## config.mk

```make
export PLATFORM = sky130hd
export DESIGN_NAME = temperature_average
export DESIGN_NICKNAME = d
export VERILOG_FILES = /design/src/rtl/temperature_average.sv
export SDC_FILE = /design/constraint.sdc
export NUM_CORES = 1
export LEC_CHECK = 0
export CORE_MARGIN = 8
export CORE_UTILIZATION = 59
export DETAILED_ROUTE_END_ITERATION = 8
export PLACE_DENSITY = 0.82
export SKIP_LAST_GASP = 1
export SLEW_MARGIN = 20
export SYNTH_ARGS = -nofsm -noshare
export SYNTH_HDL_FRONTEND = slang
export SYNTH_SLANG_ARGS = --single-unit
export TNS_END_PERCENT = 30
```

## constraint.sdc

```tcl
create_clock -name clk_i -period 4.7 [get_ports clk_i]
set_clock_uncertainty 0.1 [all_clocks]
set_input_delay 1.175 -clock clk_i [delete_from_list [all_inputs] [get_ports clk_i]]
set_output_delay 1.175 -clock clk_i [all_outputs]
set_load 0.005 [all_outputs]
```

## src/rtl/temperature_average.sv

```systemverilog
// Averaging stage: floor(temp_sum / nr_active_sensors) via a 16-step restoring
// divider, saturated to 8 bits and classified against heat/cool thresholds.
module temperature_average #(
  parameter int unsigned T_LOW  = 19,
  parameter int unsigned T_HIGH = 26
) (
  input  logic        clk_i,
  input  logic        rst_n_i,
  input  logic        start_i,
  input  logic [15:0] temp_sum_i,
  input  logic [7:0]  nr_active_sensors_i,
  output logic        busy_o,
  output logic        valid_o,
  output logic [7:0]  avg_o,
  output logic        heat_o,
  output logic        cool_o,
  output logic        no_sensor_o
);

  localparam logic [7:0] T_LOW_B  = T_LOW[7:0];
  localparam logic [7:0] T_HIGH_B = T_HIGH[7:0];

  typedef enum logic [1:0] {
    IDLE   = 2'd0,
    DIVIDE = 2'd1,
    DONE   = 2'd2
  } state_t;

  state_t      state;
  state_t      next_state;
  logic [15:0] dividend;
  logic [15:0] quotient;
  logic [7:0]  divisor;
  logic [8:0]  rem;
  logic [3:0]  iter;

  logic [8:0]  rem_shift;
  logic [8:0]  rem_next;
  logic        q_bit;
  logic [7:0]  avg_sat;

  // Restoring step: remainder always stays below the divisor, so 9 bits suffice.
  always_comb begin
    rem_shift = (rem << 1) | {8'd0, dividend[15]};
    rem_next  = rem_shift;
    q_bit     = 1'b0;
    if (rem_shift >= {1'b0, divisor}) begin
      rem_next = rem_shift - {1'b0, divisor};
      q_bit    = 1'b1;
    end else begin
      rem_next = rem_shift;
      q_bit    = 1'b0;
    end
    avg_sat = (quotient > 16'd255) ? 8'd255 : quotient[7:0];
  end

  // State register.
  always_ff @(posedge clk_i or negedge rst_n_i) begin
    if (!rst_n_i) begin
      state <= IDLE;
    end else begin
      state <= next_state;
    end
  end

  // Next-state logic; a zero count skips the divider entirely.
  always_comb begin
    next_state = state;
    case (state)
      IDLE: begin
        if (start_i) begin
          next_state = (nr_active_sensors_i == 8'd0) ? DONE : DIVIDE;
        end else begin
          next_state = IDLE;
        end
      end
      DIVIDE: begin
        if (iter == 4'd15) begin
          next_state = DONE;
        end else begin
          next_state = DIVIDE;
        end
      end
      DONE:    next_state = IDLE;
      default: next_state = IDLE;
    endcase
  end

  // Divider datapath: operands latched on the accepting edge only.
  always_ff @(posedge clk_i or negedge rst_n_i) begin
    if (!rst_n_i) begin
      dividend <= 16'd0;
      divisor  <= 8'd0;
      rem      <= 9'd0;
      quotient <= 16'd0;
      iter     <= 4'd0;
    end else begin
      case (state)
        IDLE: begin
          if (start_i) begin
            dividend <= temp_sum_i;
            divisor  <= nr_active_sensors_i;
            rem      <= 9'd0;
            quotient <= 16'd0;
            iter     <= 4'd0;
          end
        end
        DIVIDE: begin
          dividend <= {dividend[14:0], 1'b0};
          rem      <= rem_next;
          quotient <= {quotient[14:0], q_bit};
          iter     <= iter + 4'd1;
        end
        default: begin
          iter <= 4'd0;
        end
      endcase
    end
  end

  // Result registers: loaded only in DONE, held otherwise.
  always_ff @(posedge clk_i or negedge rst_n_i) begin
    if (!rst_n_i) begin
      valid_o     <= 1'b0;
      avg_o       <= 8'd0;
      heat_o      <= 1'b0;
      cool_o      <= 1'b0;
      no_sensor_o <= 1'b0;
    end else if (state == DONE) begin
      valid_o <= 1'b1;
      if (divisor == 8'd0) begin
        avg_o       <= 8'd0;
        heat_o      <= 1'b0;
        cool_o      <= 1'b0;
        no_sensor_o <= 1'b1;
      end else begin
        avg_o       <= avg_sat;
        heat_o      <= (avg_sat < T_LOW_B);
        cool_o      <= (avg_sat > T_HIGH_B);
        no_sensor_o <= 1'b0;
      end
    end else begin
      valid_o <= 1'b0;
    end
  end

  assign busy_o = (state != IDLE);

endmodule

```

==> impl_metrics.csv <==
group,metric,value,unit
run_status,status,"finished, final reports clean",
critical_path,cp.required,3.42,ns
sta,finalMaxSlewViolations,0,
power_and_ir_drop,intPower,1734,uW
detailed_routing,wl_met2,2945,um
layout,syn_to_final_growth,18.94,%
layout,nFillCells,412,
min_path,hold_path_class,"reg -> reg",
clock_network,htreeDepth,3,
critical_path,end_kind,"output port",
detailed_routing,first_iter_violations,118,
global_route,grt_use_total,16.27,%
power_and_ir_drop,clkPwrFrac,17.1,%
clock_network,numCtsBuffers,9,
synth,synth_top_area_share,51.24,%
clock_network,clockRootBuffer,"clkbuf_8",
clock_network,cts_max_path_buffers,2,
synth,synth_cell_types,56,
synth,synthArstFlopShare,100.0,%
power_and_ir_drop,seqPwrFrac,35.0,%
synth,yosys-top-cells-count,"dfrtp_1, nand2_1, o21ai_0, nor2_1, mux2i_1",
detailed_routing,vias,2406,
clock_network,cts_setup_buffers,0,
sta,period_share,66.01,%
synth,ys_ff_latch,66,
sta,hold_ws,0.3770,ns
critical_path,startpoint,"state[0]",
critical_path,reg2reg_slack,2.25,ns
critical_path,path_max_fanout,13,
floorplan,io_pins,40,
layout,multi_input_area,1435,um2
global_route,antenna_found_initial,0,
power_and_ir_drop,netSwitchingPower,1120,uW
global_route,grt.overflow.total,0,
layout,antennaDiodeCount,0,
clock_network,cts.sinks,66,
floorplan,die_y,89.91,um
floorplan,coreArea,5405,um2
clock_network,cts_repair_resize_count,0,
synth,synthCells,316,
placement,hpwl,4387,um
critical_path,critical_path_class,"reg -> out",
critical_path,worst_r2r_endpoint,"rem[1]",
synth,yosysTopAreaCell,"dfrtp_1",
placement,place_ws,1.579,ns
global_route,grt_pass1_vias,2352,
power_and_ir_drop,switching_share,39.24,%
sta,fin_crit,3.102,ns
sta,fmax,322.3,MHz
detailed_routing,drt-wirelength-per-cell,14.82,um
synth,synth-edff-count,0,
global_route,grt_max_degree,39,
floorplan,start_util,59.63,%
flow_run,maxCapViolations,0,
detailed_routing,vias_per_cell,5.648,
synth,ys_seq_area_share,51.24,%
layout,utilization,70.93,%
critical_path,endpoint,"busy_o",
power_and_ir_drop,power_density,744.5,nW/um2
layout,drive_gt1_share,9.322,%
critical_path,arrival,1.83,ns
power_and_ir_drop,vdd_drop_max,0.5720,mV
floorplan,die_area,8084,um2
synth,syn_area_per_cell,10.20,um2
clock_network,postCtsHoldBufs,0,
sta,tns,0,ns
placement,routabilityCongestion,0.8352,
power_and_ir_drop,leakage,0.001681,uW
clock_network,clk_latency,0.34,ns
layout,fin_nets,387,
synth,synth-warning-count,0,
floorplan,placementRows,27,
power_and_ir_drop,combinationalPowerShare,47.9,%
sta,worst-slew-pin-transition,0.9612,ns
synth,syn_nets,353,
detailed_routing,wl_met3,344,um
synth,yosysMostFrequentCell,"dfrtp_1",
clock_network,clkTransAtPathRegs,0.07,ns
clock_network,tritoncts,"done",
floorplan,die_w,89.91,um
synth,synth_area_leaders,"dfrtp_1, o21ai_0, mux2i_1",
detailed_routing,drc,0,
sta,relSlewSlack,35.63,%
critical_path,r2r_cells,6,
detailed_routing,drt_pass1_iterations,4,
critical_path,r2r_start,"rem[5]",
sta,final_hold_viol_count,0,
global_route,grt_pass1_wl,10960,um
critical_path,startpoint_type,"flop",
detailed_routing,wl_met1,2949,um
sta,finalSetupViolCount,0,
detailed_routing,drt_wl_total,6315,um
detailed_routing,routed.top_layer,"met4",
detailed_routing,drtAntennaViolNets,0,
sta,rsz0062_at_grt,"no",
synth,ys.flop_type,"dfrtp_1",
placement,port_buffers,39,
sta,finalWorstSetupSlack,1.598,ns
synth,synthesis.area,3223,um2
layout,ff_latch_area,1652,um2
## kinds of logic after synthesis
group / synth area share (%)
multiplexers: 6.289
XOR/XNOR: 1.630
buffers and inverters: 4.309
AO/OA/AOI/OAI: 18.05
adder cells (fa/ha/maj): 4.115
flip-flops: 51.24
AND/OR/NAND/NOR: 14.36
## how the worst min path moves through the flow
stage	from	endpoint	cells past startpoint
after CTS	avg_o[1]	avg_o[1]	2
after floorplan	dividend[9]	dividend[10]	2
final	avg_o[1]	avg_o[1]	2
after global routing	dividend[10]	dividend[11]	2
after detailed placement	dividend[10]	dividend[11]	2
after global placement	dividend[9]	dividend[10]	2
## area by class of cell
type / count / share of cell area [%]
multi-input cells: 218 / 37.43
inverters: 14 / 1.371
repair buffers: 41 / 10.44
flip-flops and latches: 66 / 43.08
clock buffers: 13 / 4.406
clock inverters: 2 / 0.9138
well taps: 72 / 2.350
## placed cells by master, fill, tap and decap left out, drive strengths merged, types with 5 or more instances in the layout
master	synthesis	final
nor2	21	21
nor2b	5	5
o21ai	40	40
nand2	41	41
a21oi	9	9
mux2i	18	18
inv	14	14
clkdlybuf4s50	0	38
ha	9	9
clkbuf	10	13
nand3	5	5
a22o	16	16
dfrtp	66	66
## worst max-delay path, stage by stage, from the launching register on
cell             delay [ns]
dfrtp_1                0.56
or2_0                  0.35
clkdlybuf4s50_1        0.58
## state kept, by name, summed over array words and instances (netlist names)
register,count
avg_o,8
rem,8
cool_o,1
quotient,16
heat_o,1
no_sensor_o,1
divisor,8
iter,4
dividend,16
valid_o,1
state,2
## per-layer routing
metal | global-route usage [%] | vias to the layer above
li1 | - | 1186
met1 | 21.19 | 1148
met2 | 24.72 | 64
met3 | 3.990 | 8
met4 | 8.044 | 0
met5 | 0 | -
## power groups by stage
stage               clock network, uW  logic, uW  registers (uW)
floorplan                           0       1080             949
global placement                    0       1300             995
detailed placement                  0       1360            1000
CTS                               496       1370             997
global route                      523       1550            1030
finish                            489       1370             998
## metrics by stage
stage          std cells  power [uW]  area (um2)
6_report             426        2854        3834
5_1_grt              426        3104        3834
4_1_cts              426        2860        3834
3_5_place_dp         411        2359        3630
3_3_place_gp         411        2296        3630
2_1_floorplan        316        2029        3223
Power figures use the tool's default switching activity.
